$ cat src/rtl/keypad_pkg.sv
// Shared key codes, scanner FSM encoding and the 4x4 key map for the keypad front end.
// Codes are consumed unchanged by the downstream RPN stack.
package keypad_pkg;

  localparam logic [4:0] KEY_0     = 5'b00000;
  localparam logic [4:0] KEY_1     = 5'b00001;
  localparam logic [4:0] KEY_2     = 5'b00010;
  localparam logic [4:0] KEY_3     = 5'b00011;
  localparam logic [4:0] KEY_4     = 5'b00100;
  localparam logic [4:0] KEY_5     = 5'b00101;
  localparam logic [4:0] KEY_6     = 5'b00110;
  localparam logic [4:0] KEY_7     = 5'b00111;
  localparam logic [4:0] KEY_8     = 5'b01000;
  localparam logic [4:0] KEY_9     = 5'b01001;
  localparam logic [4:0] KEY_PLUS  = 5'b10000;
  localparam logic [4:0] KEY_MINUS = 5'b10001;
  localparam logic [4:0] KEY_BACKS = 5'b10010;
  localparam logic [4:0] KEY_ENTER = 5'b10011;
  localparam logic [4:0] KEY_UP    = 5'b10100;
  localparam logic [4:0] KEY_DOWN  = 5'b10101;
  localparam logic [4:0] KEY_NOP   = 5'b10110;

  typedef enum logic [1:0] {
    ST_SCAN,
    ST_DEBOUNCE,
    ST_PRESSED,
    ST_RELEASE
  } state_e;

  // Indexed by {row, col}; element 15 (row3/col3) is listed first.
  localparam logic [15:0][4:0] KEY_MAP = {
    KEY_ENTER, KEY_DOWN, KEY_0,    KEY_UP,
    KEY_BACKS, KEY_9,    KEY_8,    KEY_7,
    KEY_MINUS, KEY_6,    KEY_5,    KEY_4,
    KEY_PLUS,  KEY_3,    KEY_2,    KEY_1
  };

  function automatic logic [1:0] col_index(input logic [3:0] col_n);
    case (col_n)
      4'b1110: col_index = 2'd0;
      4'b1101: col_index = 2'd1;
      4'b1011: col_index = 2'd2;
      default: col_index = 2'd3;
    endcase
  endfunction

endpackage

$ cat src/rtl/keypad_sync2.sv
// Two-flop synchronizer for the asynchronous, pulled-up keypad columns.
// Both stages reset to all-ones so an idle keypad is seen during and after reset.
module sync2 #(
  parameter int WIDTH = 4
) (
  input  logic             clk,
  input  logic             rst,
  input  logic [WIDTH-1:0] d,
  output logic [WIDTH-1:0] q
);

  logic [WIDTH-1:0] meta_q, meta_d;
  logic [WIDTH-1:0] sync_q, sync_d;

  always_comb begin
    meta_d = d;
    sync_d = meta_q;
  end

  always_ff @(posedge clk or posedge rst) begin
    if (rst) begin
      meta_q <= '1;
      sync_q <= '1;
    end else begin
      meta_q <= meta_d;
      sync_q <= sync_d;
    end
  end

  assign q = sync_q;

endmodule

$ cat src/rtl/keypad_scanner.sv
// 4x4 matrix keypad scanner with press/release debounce feeding the RPN stack.
// Define KEYPAD_AUTOREPEAT_EN to pulse intro low for one cycle every REPEAT_CNT held cycles.
module keypad_scanner
  import keypad_pkg::*;
#(
  parameter int SCAN_DIV     = 5000,
  parameter int DEBOUNCE_CNT = 100000,
  parameter int REPEAT_CNT   = 25000000
) (
  input  logic       clk,
  input  logic       rst,
  input  logic [3:0] col_in,
  output logic [3:0] row_out,
  output logic [4:0] in_num,
  output logic       intro
);

  localparam int SW = (SCAN_DIV > 1) ? $clog2(SCAN_DIV) : 1;
  localparam int DW = (DEBOUNCE_CNT > 1) ? $clog2(DEBOUNCE_CNT) : 1;
  localparam logic [SW-1:0] DIV_MAX = SW'(SCAN_DIV - 1);
  localparam logic [DW-1:0] DEB_MAX = DW'(DEBOUNCE_CNT - 1);
  // The PRESSED cycle that first sees an idle keypad counts toward release.
  localparam logic [DW-1:0] DEB_REL_START = (DEBOUNCE_CNT > 1) ? DW'(1) : '0;

  logic [3:0] col_s;

  sync2 #(.WIDTH(4)) u_sync (
    .clk (clk),
    .rst (rst),
    .d   (col_in),
    .q   (col_s)
  );

  state_e          state_q, state_d;
  logic [1:0]      row_q, row_d;
  logic [SW-1:0]   div_q, div_d;
  logic [DW-1:0]   deb_q, deb_d;
  logic [3:0]      col_q, col_d;
  logic [4:0]      in_num_q, in_num_d;
  logic            intro_q, intro_d;
`ifdef KEYPAD_AUTOREPEAT_EN
  localparam int RW = (REPEAT_CNT > 1) ? $clog2(REPEAT_CNT) : 1;
  localparam logic [RW-1:0] REP_MAX = RW'(REPEAT_CNT - 1);
  logic [RW-1:0]   rep_q, rep_d;
`else
  logic unused_repeat_cfg;
  assign unused_repeat_cfg = |REPEAT_CNT;
`endif

  always_comb begin
    state_d  = state_q;
    row_d    = row_q;
    div_d    = div_q;
    deb_d    = deb_q;
    col_d    = col_q;
    in_num_d = in_num_q;
    intro_d  = intro_q;
`ifdef KEYPAD_AUTOREPEAT_EN
    rep_d    = rep_q;
`endif
    case (state_q)
      ST_SCAN: begin
        if (div_q == DIV_MAX) begin
          div_d = '0;
          if ($onehot(~col_s)) begin
            col_d   = col_s;
            deb_d   = '0;
            state_d = ST_DEBOUNCE;
          end else begin
            row_d = row_q + 2'd1;
          end
        end else begin
          div_d = div_q + 1'b1;
        end
      end
      ST_DEBOUNCE: begin
        if (col_s != col_q) begin
          state_d = ST_SCAN;
          row_d   = row_q + 2'd1;
          div_d   = '0;
        end else if (deb_q == DEB_MAX) begin
          state_d  = ST_PRESSED;
          in_num_d = KEY_MAP[{row_q, col_index(col_q)}];
          intro_d  = 1'b1;
`ifdef KEYPAD_AUTOREPEAT_EN
          rep_d    = '0;
`endif
        end else begin
          deb_d = deb_q + 1'b1;
        end
      end
      ST_PRESSED: begin
        if (col_s == 4'b1111) begin
          state_d = ST_RELEASE;
          intro_d = 1'b1;
          deb_d   = DEB_REL_START;
`ifdef KEYPAD_AUTOREPEAT_EN
        end else if (rep_q == REP_MAX) begin
          intro_d = 1'b0;
          rep_d   = '0;
        end else begin
          intro_d = 1'b1;
          rep_d   = rep_q + 1'b1;
`endif
        end
      end
      ST_RELEASE: begin
        if (col_s == 4'b1111) begin
          if (deb_q == DEB_MAX) begin
            state_d = ST_SCAN;
            intro_d = 1'b0;
            row_d   = row_q + 2'd1;
            div_d   = '0;
            deb_d   = '0;
          end else begin
            deb_d = deb_q + 1'b1;
          end
        end else begin
          deb_d = '0;
        end
      end
      default: state_d = ST_SCAN;
    endcase
  end

  always_ff @(posedge clk or posedge rst) begin
    if (rst) begin
      state_q  <= ST_SCAN;
      row_q    <= 2'd0;
      div_q    <= '0;
      deb_q    <= '0;
      col_q    <= 4'b1111;
      in_num_q <= KEY_NOP;
      intro_q  <= 1'b0;
`ifdef KEYPAD_AUTOREPEAT_EN
      rep_q    <= '0;
`endif
    end else begin
      state_q  <= state_d;
      row_q    <= row_d;
      div_q    <= div_d;
      deb_q    <= deb_d;
      col_q    <= col_d;
      in_num_q <= in_num_d;
      intro_q  <= intro_d;
`ifdef KEYPAD_AUTOREPEAT_EN
      rep_q    <= rep_d;
`endif
    end
  end

  assign row_out = ~(4'b0001 << row_q);
  assign in_num  = in_num_q;
  assign intro   = intro_q;

endmodule
$ cat config.mk
export PLATFORM = sky130hd
export DESIGN_NAME = keypad_scanner
export DESIGN_NICKNAME = d
export VERILOG_FILES = /design/src/rtl/keypad_pkg.sv /design/src/rtl/keypad_sync2.sv /design/src/rtl/keypad_scanner.sv
export SDC_FILE = /design/constraint.sdc
export NUM_CORES = 1
export LEC_CHECK = 0
export ABC_AREA = 1
export BUFFER_PORTS_ARGS = -buffer_cell sky130_fd_sc_hd__buf_2
export CELL_PAD_IN_SITES_DETAIL_PLACEMENT = 0
export CELL_PAD_IN_SITES_GLOBAL_PLACEMENT = 1
export CORE_MARGIN = 2
export CORE_UTILIZATION = 45
export CTS_CLUSTER_DIAMETER = 80
export DETAILED_ROUTE_END_ITERATION = 6
export GPL_TIMING_DRIVEN = 0
export PLACE_DENSITY_LB_ADDON = 0.1
export SYNTH_ARGS = -nofsm -noshare
export SYNTH_HDL_FRONTEND = slang
export SYNTH_SLANG_ARGS = --single-unit
export TNS_END_PERCENT = 1
$ cat constraint.sdc
create_clock -name clk -period 3.2 [get_ports clk]
set_clock_uncertainty 0.2 [all_clocks]
set_input_delay 0.48 -clock clk [delete_from_list [all_inputs] [get_ports clk]]
set_output_delay 0.48 -clock clk [all_outputs]
set_load 0.005 [all_outputs]
== Yosys cells after proc, flatten, opt, wreduce, memory -nomap -nowiden ==
Memories as Yosys holds them, arrays and structs flattened. A register that Yosys moved wholly into a read port is not among the register bits.
Cells that the tools add are included.

* Memories kept: 1
* Input bits: 6
* Memory bits (read-only): 80
* Logic and storage cells: 88
* Register bits after elaboration: 47
* Output and inout bits: 10

{| class="wikitable"
|+ Memory list
! name !! words !! width !! rd ports !! clocked after Yosys merged registers in !! write ports !! line !! RTL
|-
| (name not given) || 16 || 5 || 1 || 1 || 0 || keypad_scanner.sv:83 || <nowiki>in_num_d = KEY_MAP[{row_q, col_index(col_q)}];</nowiki>
|}

* $add $sub $neg: 6
* Muxes and demuxes: 37
* Shift-type cells: 1
* Reductions and logical operators: 10
* Equal/unequal tests: 22
* Bitwise gates (word level): 3

{| class="wikitable"
|+ Operator list
! cell !! count
|-
| $mux W17 || 7
|-
| $pmux W17 S4 || 1
|-
| $mux W13 || 4
|-
| $pmux W13 S3 || 1
|-
| $mux W2 || 15
|-
| $ne A2 B2 Y1 const B || 10
|-
| $reduce_and A6 Y1 || 3
|-
| $add A17 B1 Y17 const B || 1
|-
| $eq A17 B17 Y1 const B || 1
|-
| $eq A4 B4 Y1 const B || 4
|-
| $add A13 B1 Y13 const B || 1
|-
| $eq A13 B13 Y1 const B || 1
|-
| $pmux W2 S3 || 2
|-
| $not A4 Y4 || 2
|-
| $pmux W2 S4 || 1
|-
| $reduce_and A3 Y1 || 2
|-
| $reduce_bool A3 Y1 || 2
|-
| $mux W1 || 5
|-
| $reduce_and A5 Y1 || 1
|-
| $add A1 B1 Y2 || 2
|-
| $eq A2 B2 Y1 const B || 2
|-
| $ne A4 B4 Y1 || 1
|-
| $reduce_and A4 Y1 || 1
|-
| $shl A1 B2 Y4 const A || 1
|-
| 8 further kinds || 8
|}

== Longest topological paths before layout ==
* Depth in word-level cells: 7
* Mapped depth: 14
* Gate-level depth less buffers: 14

== Modules after synthesis ==
From an unflattened synthesis, not the netlist that was laid out.

* Cell total of the unflattened synthesis: 533
* Area total of the unflattened synthesis: 3753.6 sq um

{| class="wikitable"
|+ Modules (own cells, without submodules)
! module !! area each (sq um) !! instances !! cells an instance !! sequential area each (sq um)
|-
| keypad_scanner || 3539.6 || 1 || 524 || 1109.8
|-
| sync2 || 214.0 || 1 || 9 || 210.2
|}

== Worst setup path before layout ==
OpenSTA, ideal clock, no wires.

* Path kind: reg2reg
* From: reg u_sync.sync_q[0] (netlist: u_sync.q[0])
* To: reg deb_q[13]
* Buffers on the path: 1
* Stages on the path, launching flop included: 15
* Setup time: 0.065 ns
* Arrival: 2.311 ns
* Path slack: 0.624 ns
* Clock period less this slack: 2.576 ns
* Required time: 2.935 ns
* Cell sequence: dfstp_2 -> fa_1 -> inv_1 -> ha_1 -> ha_1 -> nor2_1 -> nand2_1 -> nand2_1 -> nand2_1 -> a21oi_4 -> nand3_4 -> inv_4 -> buf_6 -> nand3_1 -> nand2_1

* Longest elaborated chain between the ends: 6
* Elaborated cells on any way between the ends: 12
* Those cells by class: add/sub (2); eq/ne (6); mux (2); bitwise (1); reduce/logical (1)

{| class="wikitable"
|+ Ends and longest elaborated chain
! element !! line !! RTL
|-
| from (decl) || keypad_sync2.sv:13 || <nowiki>logic [WIDTH-1:0] sync_q, sync_d;</nowiki>
|-
| from (signal assigned) || keypad_sync2.sv:26 || <nowiki>sync_q <= sync_d;</nowiki>
|-
| $not A4 Y4 || keypad_scanner.sv:65 || <nowiki>if ($onehot(~col_s)) begin</nowiki>
|-
| $add A1 B1 Y2 (not written as such) || keypad_scanner.sv:65 ||
|-
| $add A2 B2 Y3 (not written as such) || keypad_scanner.sv:65 ||
|-
| $eq A3 B1 Y1 || keypad_scanner.sv:65 ||
|-
| $ne A2 B2 Y1 (no line) || -- ||
|-
| $reduce_and A5 Y1 (no line) || -- ||
|-
| to (signal assigned) || keypad_scanner.sv:131 || <nowiki>deb_q <= '0;</nowiki>
|-
| to (signal assigned) || keypad_scanner.sv:142 || <nowiki>deb_q <= deb_d;</nowiki>
|-
| to (decl) || keypad_scanner.sv:37 || <nowiki>logic [DW-1:0] deb_q, deb_d;</nowiki>
|}

Several ways; a longest one is shown, not always the timed one.
A chain may end at the register's enable or synchronous reset.

== Worst setup path in the final report ==
* From: reg u_sync.sync_q[1] (netlist: u_sync.q[1])
* To: reg deb_q[12]

Same word-level chain as after synthesis.

==> results.sh <==
export IMPL_outcome="finished, final reports clean"
export IMPL_crit_path_frequent_cell="nand2_1"
export IMPL_worstHoldPathType="in2reg"
export IMPL_ys_seq_area_frac=0.3623
export IMPL_grt_first_pass_wirelength_um=14700
export IMPL_dpl_hpwl_um=6433
export IMPL_timing_critical_path_to="deb_q[12]$_DFFE_PP0P_"
export IMPL_timing_final_ws_setup_ns=0.2931
export IMPL_cp_start_kind="register"
export IMPL_synth_area_top_cells="dfrtp_1 (25%), nand2_1 (16%), dfstp_2 (11%), inv_1 (6.4%), nand3_1 (6.3%)"
export IMPL_die_y_um=93.98
export IMPL_synth_most_common_cell="nand2_1"
export IMPL_finalHoldViolations=0
export IMPL_design_final_nets=564
export IMPL_worst_path_max_delay_cell="dfstp_2"
export IMPL_place_worst_setup_slack_ns=0.3061
export IMPL_critical_path_max_stage_delay_ns=0.59
export IMPL_cts_sinks=52
export IMPL_initial_utilization=0.4691
export IMPL_final_min_clock_period_ns=2.907
export IMPL_r2r_end="deb_q[12]$_DFFE_PP0P_"
export IMPL_drc=0
export IMPL_dr_total_vias=3372
export IMPL_yosys_cell_types_count=40
export IMPL_drtPass1Iterations=5
export IMPL_ys_async_sr_fraction=1.000
export IMPL_ys_ff_latch=52
export IMPL_ctsHtreeMaxLevel=2
export IMPL_synth_edf_count=0
export IMPL_synth_top_cell_area_share=0.2541
export IMPL_max_slew_margin_rel=0.4965
export IMPL_rsz0062_at_grt="false"
export IMPL_area_growth_syn_to_layout_pct=10.03
export IMPL_cts_root_to_sink_buffers=2
export IMPL_worstPathArrival_ns=2.97
export IMPL_timing_final_setup_violations=0
export IMPL_synthesis_yosys_warnings=0
export IMPL_ctsResizeCount=0
export IMPL_die_width_um=93.98
export IMPL_cts_inserted_buffers=5
export IMPL_crit_path_cell_trace="fa_1 -> inv_1 -> ha_1 -> ha_1 -> nor2_1 -> nand2_1 -> nand2_1 -> nand2_1 -> a21oi_4 -> nand3_4 -> inv_4 -> buf_6 -> nand3_1 -> nand2_1"
export IMPL_first_global_vias=3018
export IMPL_report_final_slew_viol_count=0
export IMPL_wl_per_cell_um=13.46
export IMPL_antennaDiodeCount=0
export IMPL_gp_routability_congestion=0.8970
export IMPL_grt_overflow=0
export IMPL_timing_critical_path_to_type="register"
export IMPL_synthTopCellsByCount="nand2_1 (152), inv_1 (62), nor2_1 (57)"
export IMPL_postRouteAntennaNets=0
export IMPL_globalRouteTotalUtil=0.2127
export IMPL_fin_hold_ws_ns=0.04604
export IMPL_die_area_mm2=0.008832
export IMPL_timing_critical_path_fanout_max=10
export IMPL_regToRegStartpoint="u_sync.q[1]$_DFF_PP1_"
export IMPL_clock_tree_root_cell="clkbuf_8"
export IMPL_num_rows=32
export IMPL_syn_area_mm2=0.003643
export IMPL_finalSetupTns_ns=0
export IMPL_tritoncts="yes"
export IMPL_synth_avg_cell_area_um2=7.075
export IMPL_fmax_mhz=344.0
export IMPL_max_vdd_ir_drop_v=0.0001858
export IMPL_power_density_cell_area_mw_per_mm2=309.2
export IMPL_post_synth_top_area_cell="dfrtp_1"
export IMPL_cts_clk_slew_worst_paths_ns=0.10
export IMPL_max_slew_worst_pin_slew_ns=0.7524
export IMPL_ys_flop_type="dfrtp_1"
export IMPL_antenna_found_initial=0
export IMPL_port_buffers=15
export IMPL_pin_count_of_the_biggest_net_entering_global_routing=40
export IMPL_detailed_route_iter0_violations=149
export IMPL_min_path_cells=1
export IMPL_synth_net_count=540
export IMPL_cp_data_required_time_ns=3.26
export IMPL_avgViaCountPerCell=5.252
export IMPL_wirelength_um=8639
export IMPL_area_inside_the_core_boundary_mm2=0.007767
export IMPL_post_route_period_util=0.9084
export IMPL_criticalPathCategory="reg2reg"
export IMPL_timing_max_cap_violations=0
export IMPL_timing_critical_path_from="u_sync.q[1]$_DFF_PP1_"
export IMPL_floorplan_io_pins=16
export IMPL_rrSetupSlack_ns=0.29
export IMPL_post_cts_buffers=0
export IMPL_postSynthCellCount=515
export IMPL_reg2reg_depth=14
export IMPL_power_leakage_nw=1.872
export IMPL_post_route_cells_drive_above_1_share=0.1278
export IMPL_clk_insertion_delay_late_ns=0.32
cell type report:
| cell class | count | area, um^2 |
|---|---|---|
| inverter | 69 | 261.5 |
| tap | 102 | 127.6 |
| clock buffer | 6 | 93.84 |
| timing repair buffer | 17 | 105.1 |
| sequential | 52 | 1320 |
| fill | 797 | 3759 |
| buffer | 10 | 58.81 |
| clock inverter | 2 | 38.79 |
| multi-input combinational | 384 | 2003 |
how the worst min path moves through the flow:
stage / slack (ns) / endpoint / from
after floorplan: 0.15 / u_sync.q[0]$_DFF_PP1_ / u_sync.meta_q[0]$_DFF_PP1_
after global placement: 0.15 / u_sync.q[3]$_DFF_PP1_ / u_sync.meta_q[3]$_DFF_PP1_
after detailed placement: 0.15 / u_sync.q[2]$_DFF_PP1_ / u_sync.meta_q[2]$_DFF_PP1_
after CTS: 0.04 / u_sync.meta_q[2]$_DFF_PP1_ / col_in[2]
after global routing: 0.03 / u_sync.meta_q[2]$_DFF_PP1_ / col_in[2]
final: 0.05 / u_sync.meta_q[2]$_DFF_PP1_ / col_in[2]
cell families (layout without fill, tap and decap cells):
kind of cell | count (synthesis) | in the layout | share of synthesized area
buffers and inverters | 79 | 104 | 0.08791
flip-flops | 52 | 52 | 0.3623
XOR/XNOR | 9 | 9 | 0.02164
AND/OR/NAND/NOR | 305 | 305 | 0.3723
adder cells (fa/ha/maj) | 19 | 19 | 0.06731
AO/OA/AOI/OAI | 51 | 51 | 0.08860
repair_timing:
item                                   in CTS  in global routing
hold buffers                                1                  0
endpoints found under the hold margin       9                  0
setup endpoints to repair                   0                  0
cells in the final DEF (no fill, tap or decap), drive strengths merged, types with 2 or more instances in the layout:
| cell | n |
|---|---|
| nor2 | 58 |
| ha | 18 |
| dfstp | 15 |
| buf | 22 |
| nand3 | 50 |
| a21oi | 7 |
| nand2 | 155 |
| nand4 | 25 |
| nor4 | 2 |
| o21ai | 35 |
| o21bai | 3 |
| xor2 | 9 |
| o211ai | 2 |
| nand3b | 2 |
| dfrtp | 37 |
| nor3 | 10 |
| clkbuf | 10 |
| clkinv | 2 |
| inv | 68 |
| a31oi | 3 |
stage by stage:
stage                     total power [mW]  utilization  instances  cell area [um^2]
after global placement              0.7246       0.4952        632              3846
after floorplan                     0.7110            -        515              3643
after detailed placement            0.7286       0.4977        633              3866
after global routing                 1.292       0.5161        642              4009
after CTS                            1.261       0.5161        642              4009
final                                1.240       0.5161        642              4009
layer usage:
layer,share of wire,vias to the layer above,global-route usage
met5,0,-,0
met1,0.51,1585,0.3111
met2,0.45,58,0.3315
met4,0.011,0,0.05435
met3,0.031,10,0.02889
li1,-,1719,-
critical path, delay by kind of cell (launching register included):
kind	cells	cell delay [ns]
flops	1	0.59
simple gates	7	0.71
buf+inv	3	0.39
fa+ha+maj	3	0.78
compound gates	1	0.17
sequential cells by signal, summed over array words and instances, names as in the netlist, named ones only:
name           flops
u_sync.meta_q      4
intro              1
u_sync.q           4
in_num             5
col_q              4
state_q            1
div_q             13
deb_q             17
row_q              2
where the power goes:
group / switching (mW) / internal [mW]
combinational: 0.0305 / 0.0137
clock: 0.240 / 0.284
sequential: 0.00478 / 0.667
No activity file was read; power rests on OpenSTA's default activity.
